$ cat config.mk
export PLATFORM = sky130hd
export DESIGN_NAME = trigger_conditioner
export DESIGN_NICKNAME = d
export VERILOG_FILES = /design/src/rtl/trig_pkg.sv /design/src/rtl/sync_2ff.sv /design/src/rtl/trigger_conditioner.sv
export SDC_FILE = /design/constraint.sdc
export NUM_CORES = 1
export LEC_CHECK = 0
export ABC_AREA = 1
export BUFFER_PORTS_ARGS = -buffer_cell sky130_fd_sc_hd__buf_4
export CAP_MARGIN = 20
export CORE_UTILIZATION = 55
export CTS_BUF_LIST = sky130_fd_sc_hd__clkbuf_16
export DETAILED_ROUTE_END_ITERATION = 16
export HOLD_SLACK_MARGIN = 0.05
export PLACE_DENSITY_LB_ADDON = 0.25
export SETUP_SLACK_MARGIN = 0.05
export SYNTH_ARGS = -nofsm -noshare
export SYNTH_HDL_FRONTEND = slang
export SYNTH_SLANG_ARGS = --single-unit
$ cat constraint.sdc
create_clock -name clk -period 1.79 [get_ports clk]
set_clock_uncertainty 0.05 [all_clocks]
set_input_delay 0.2685 -clock clk [delete_from_list [all_inputs] [get_ports clk]]
set_output_delay 0.2685 -clock clk [all_outputs]
set_load 0.05 [all_outputs]
$ cat src/rtl/trig_pkg.sv
// Shared definitions for the trigger conditioner: debounce FSM encoding and
// the default duration loaded at reset.
package trig_pkg;

  typedef enum logic [1:0] {
    LOW      = 2'd0,
    RISE_CHK = 2'd1,
    HIGH     = 2'd2,
    FALL_CHK = 2'd3
  } deb_state_e;

  localparam logic [7:0] DUR_RESET_DEF = 8'd2;

endpackage

$ cat src/rtl/sync_2ff.sv
// Two-flop synchroniser for a single asynchronous bit; both stages clear to 0
// on reset so the synchronised output starts low.
module sync_2ff (
  input  logic clk,
  input  logic rst_n,
  input  logic d_i,
  output logic q_o
);

  logic meta_q;
  logic sync_q;

  always_ff @(posedge clk or negedge rst_n) begin
    if (!rst_n) begin
      meta_q <= 1'b0;
      sync_q <= 1'b0;
    end else begin
      meta_q <= d_i;
      sync_q <= meta_q;
    end
  end

  assign q_o = sync_q;

endmodule

$ cat src/rtl/trigger_conditioner.sv
// Front end for one_shot: synchronises and debounces raw_in, emits a one-cycle
// trig on qualified rising edges, owns the duration register and counts drops.
module trigger_conditioner
  import trig_pkg::*;
#(
  parameter int                 DEB_CYCLES = 4,
  parameter int                 DUR_W      = 8,
  parameter logic [DUR_W-1:0]   DUR_RESET  = DUR_W'(DUR_RESET_DEF),
  parameter int                 CNT_W      = 8
) (
  input  logic             clk,
  input  logic             reset,
  input  logic             raw_in,
  input  logic             busy,
  input  logic             cfg_valid,
  input  logic [DUR_W-1:0] cfg_dur,
  output logic             cfg_ready,
  output logic             trig,
  output logic [DUR_W-1:0] dur,
  output logic             load,
  output logic             deb_level,
  output logic [CNT_W-1:0] miss_cnt
);

  localparam logic [7:0] CNT_LAST = 8'(DEB_CYCLES - 1);

  logic             s_in;
  logic [1:0]       vld_q;
  logic             armed_q, armed_d;
  deb_state_e       state_q, state_d;
  logic [7:0]       cnt_q, cnt_d;
  logic             deb_q, deb_d;
  logic             deb_prev_q;
  logic             trig_q, trig_d;
  logic [DUR_W-1:0] dur_q, dur_d;
  logic             load_q, load_d;
  logic [CNT_W-1:0] miss_q, miss_d;
  logic             deb_rise;
  logic             cfg_accept;

  sync_2ff u_sync (
    .clk   (clk),
    .rst_n (reset),
    .d_i   (raw_in),
    .q_o   (s_in)
  );

  // s_in only reflects raw_in once both sync stages have refilled after reset;
  // a genuine low must be seen before any rise is accepted.
  assign armed_d = armed_q | (vld_q[1] & ~s_in);

  always_comb begin
    state_d = state_q;
    cnt_d   = cnt_q;
    deb_d   = deb_q;
    unique case (state_q)
      LOW: begin
        deb_d = 1'b0;
        if (s_in && armed_q) begin
          if (DEB_CYCLES == 1) begin
            state_d = HIGH;
            deb_d   = 1'b1;
          end else begin
            state_d = RISE_CHK;
            cnt_d   = 8'd1;
          end
        end
      end
      RISE_CHK: begin
        if (!s_in) begin
          state_d = LOW;
        end else if (cnt_q == CNT_LAST) begin
          state_d = HIGH;
          deb_d   = 1'b1;
        end else begin
          cnt_d = cnt_q + 8'd1;
        end
      end
      HIGH: begin
        deb_d = 1'b1;
        if (!s_in) begin
          if (DEB_CYCLES == 1) begin
            state_d = LOW;
            deb_d   = 1'b0;
          end else begin
            state_d = FALL_CHK;
            cnt_d   = 8'd1;
          end
        end
      end
      FALL_CHK: begin
        if (s_in) begin
          state_d = HIGH;
        end else if (cnt_q == CNT_LAST) begin
          state_d = LOW;
          deb_d   = 1'b0;
        end else begin
          cnt_d = cnt_q + 8'd1;
        end
      end
      default: state_d = LOW;
    endcase
  end

  assign deb_rise   = deb_q & ~deb_prev_q;
  assign cfg_ready  = ~busy;
  assign cfg_accept = cfg_valid & ~busy;

  always_comb begin
    trig_d = deb_rise & ~busy & load_q;
    dur_d  = cfg_accept ? cfg_dur : dur_q;
    load_d = load_q | cfg_accept;
    miss_d = miss_q;
    if (deb_rise && (busy || !load_q) && (miss_q != {CNT_W{1'b1}})) begin
      miss_d = miss_q + 1'b1;
    end
  end

  always_ff @(posedge clk or negedge reset) begin
    if (!reset) begin
      vld_q      <= 2'b00;
      armed_q    <= 1'b0;
      state_q    <= LOW;
      cnt_q      <= 8'd0;
      deb_q      <= 1'b0;
      deb_prev_q <= 1'b0;
      trig_q     <= 1'b0;
      dur_q      <= DUR_RESET;
      load_q     <= 1'b0;
      miss_q     <= '0;
    end else begin
      vld_q      <= {vld_q[0], 1'b1};
      armed_q    <= armed_d;
      state_q    <= state_d;
      cnt_q      <= cnt_d;
      deb_q      <= deb_d;
      deb_prev_q <= deb_q;
      trig_q     <= trig_d;
      dur_q      <= dur_d;
      load_q     <= load_d;
      miss_q     <= miss_d;
    end
  end

  assign trig      = trig_q;
  assign dur       = dur_q;
  assign load      = load_q;
  assign deb_level = deb_q;
  assign miss_cnt  = miss_q;

endmodule

==> flow_summary.json <==
{
  "outcome": "finished, final reports clean",
  "cts_tree": "yes",
  "hold_start": "busy",
  "worst_setup_path_start_kind": "register",
  "timing.rr.start": "miss_cnt[0]",
  "drc_errors": 0,
  "critPathRequiredTime_ns": 1.91,
  "clock.fmax_mhz": 637.9,
  "rrSetupSlack_ns": 0.22,
  "htreeDepth": 2,
  "cts_sinks": 35,
  "yosys_warnings": 0,
  "drt_iter0_drc": 82,
  "path_max_fanout": 6,
  "power_leakage_nw": 1.125,
  "ir_worst_vdd_mv": 1.183,
  "dieArea_mm2": 0.003580,
  "clk_pin_slew_ns": 0.05,
  "seq_area_frac_synth_pct": 47.69,
  "antenna_found_initial": 0,
  "finalNonFillerCells": 290,
  "postSynthAreaPerCell_um2": 8.928,
  "finalHoldViolations": 0,
  "finalPower_w": 0.003342,
  "critPathMaxStageDelay_ns": 0.41,
  "syn2layout_area_growth_pct": 23.61,
  "clk_latency_ns": 0.28,
  "maxCapViolCount": 0,
  "synth-seq-cells": 35,
  "r2r_end": "miss_cnt[1]",
  "io_buffers": 32,
  "layout-drive-gt1-share_pct": 30.89,
  "numCtsBuffers": 5,
  "whs_ns": 0.1153,
  "setup_tns_ns": 0,
  "core_mm2": 0.003103,
  "grt_pass1_vias": 1472,
  "grt_max_degree": 36,
  "syn_area_mm2": 0.001839,
  "synthCells": 206,
  "die_x_um": 59.83,
  "wl_per_cell_um": 12.92,
  "place.gp.congestion": 0.7690,
  "die_h_um": 59.83,
  "vias": 1444,
  "fillers": 262,
  "layout_setup_ws_ns": 0.2224,
  "path_delay_family": "simple AND/OR/NAND/NOR gates",
  "finalMaxSlewViolations": 0,
  "start_util_pct": 59.27,
  "dp_cells": 280,
  "n_antenna_cell": 0,
  "rsz0062_at_grt": "no",
  "critical_path_arrival_ns": 1.68,
  "min_path_type": "in2reg",
  "post-dp-hpwl_mm": 2.702,
  "crit_buf_inv": 1,
  "min_period_ns": 1.568,
  "endpoint_kind": "register",
  "hold_path_depth": 2,
  "setup_viol": 0,
  "multi_input_area_um2": 852.1,
  "cts_resized": 0,
  "gr-total-overflow": 0,
  "slowest_stage": "dfrtp_1",
  "viasPerCell": 4.979,
  "cp_common_cell": "nand2_1",
  "ant_nets": 0,
  "holdPathEnd": "trig",
  "worst-setup-path-type": "reg2reg",
  "register_area_um2": 878.3,
  "r2r_cells": 9,
  "place_ws_ns": 0.2399,
  "fp-row-count": 20,
  "post-route-period-util_pct": 87.57,
  "final_nets": 264,
  "cp_cell_sequence": "ha_1 -> nand2_1 -> nor2_4 -> nand3_4 -> nor2_2 -> nor2_1 -> buf_4 -> nand2_1 -> nand2_1",
  "clockBufferDepth": 2,
  "syn_nets": 225,
  "p_per_area_mw_per_mm2": 1470,
  "drt_pass1_iterations": 4,
  "grt_pass1_wl_mm": 6.444,
  "synth_cell_type_count": 32,
  "track_usage_pct": 24.94,
  "drt-total-wl_mm": 3.748,
  "clockRootBuffer": "clkbuf_16",
  "io_pins": 33
}
## how the worst max path moves through the flow
stage                  end   startpoint  cells after the start
2_1_floorplan  miss_cnt[7]  miss_cnt[0]                      8
3_3_place_gp   miss_cnt[1]  miss_cnt[0]                      9
3_5_place_dp   miss_cnt[7]  miss_cnt[0]                      9
4_1_cts        miss_cnt[0]  miss_cnt[0]                      9
5_1_grt        miss_cnt[0]  miss_cnt[0]                      9
6_report       miss_cnt[1]  miss_cnt[0]                      9
## synthesized netlist by cell type
cell type	instances	area (µm²)
nor2_4	2	22.52
nor2_2	3	18.77
nand2_2	5	31.28
nor3_1	1	5.000
inv_2	3	11.26
mux2_2	8	90.09
o21bai_1	3	22.52
or2_2	1	6.260
nand2_4	1	11.26
nand3_2	1	10.01
nand3_4	1	17.52
o21ai_0	1	5.000
conb_1	1	3.750
xnor2_1	1	8.760
a21oi_1	2	10.01
nand3_1	12	60.06
buf_2	1	5.000
buf_6	1	11.26
dfrtp_1	34	850.8
xor2_1	4	35.03
inv_1	16	60.06
nor2_1	11	41.29
ha_1	6	75.07
dfstp_2	1	26.28
buf_8	1	15.01
o21ai_2	7	61.31
nand2_1	69	259.0
nand3b_1	1	7.510
o21ai_1	3	15.01
o21ai_4	1	16.27
nand4_1	3	18.77
buf_4	1	7.510
## state kept, by name, indices dropped and copies added, names as in the netlist, 2 cells and up, named ones only
signal,cells
cnt_q,8
dur,8
vld_q,2
miss_cnt,8
## area by class of cell
cell class                 instances  share of cell area [%]
sequential                        35                   38.64
inverter                          19                   3.137
timing repair buffer              36                   12.11
multi-input combinational        148                   37.48
tap                               44                   2.422
clock buffer                       5                   5.504
clock inverter                     3                  0.7155
## logic make-up (layout without fill, tap and decap cells)
kind of cell	count (synthesis)	after routing	synth area share (%)
fa+ha+maj	6	6	4.082
buf+inv	23	63	5.986
mux	8	8	4.898
compound gates	17	17	7.075
flops	35	35	47.69
other cells	1	1	0.2039
simple gates	111	111	27.69
xor+xnor	5	5	2.381
## what timing repair did
item                                    4_1_cts  5_1_grt
endpoints found under the setup margin        0        0
hold buffers                                  2        0
hold endpoints to repair                     35        0
setup buffers                                 0        0
## metal layers
layer,up-vias,wire (µm),GRT usage [%]
met2,27,1955,44.76
met1,676,1603,28.09
met3,6,146,6.926
li1,735,-,-
met4,0,42,8.970
met5,-,0,0
## placed cells by master, fill, tap and decap left out, drive strengths merged, types with 2 or more instances in the layout
cell	instances
a21oi	2
mux2	8
nor2	16
ha	6
o21ai	12
o21bai	3
inv	20
dfrtp	34
dlygate4sd3	2
xor2	4
nand2	75
nand4	3
clkbuf	5
buf	34
nand3	14
## report_power, final
| part | leakage [nW] | internal [W] | switching, W |
|---|---|---|---|
| Combinational | 0.621 | 0.000451 | 0.000941 |
| Clock | 0.0710 | 0.000507 | 0.000317 |
| Sequential | 0.433 | 0.000953 | 0.000172 |
## stage by stage
stage               instance area [µm²]  util [%]
detailed placement                 2112     68.06
floorplan                          1841         -
global route                       2273     73.27
finish                             2273     73.27
global placement                   2112     68.06
CTS                                2273     73.27
Power figures use the tool's default switching activity.
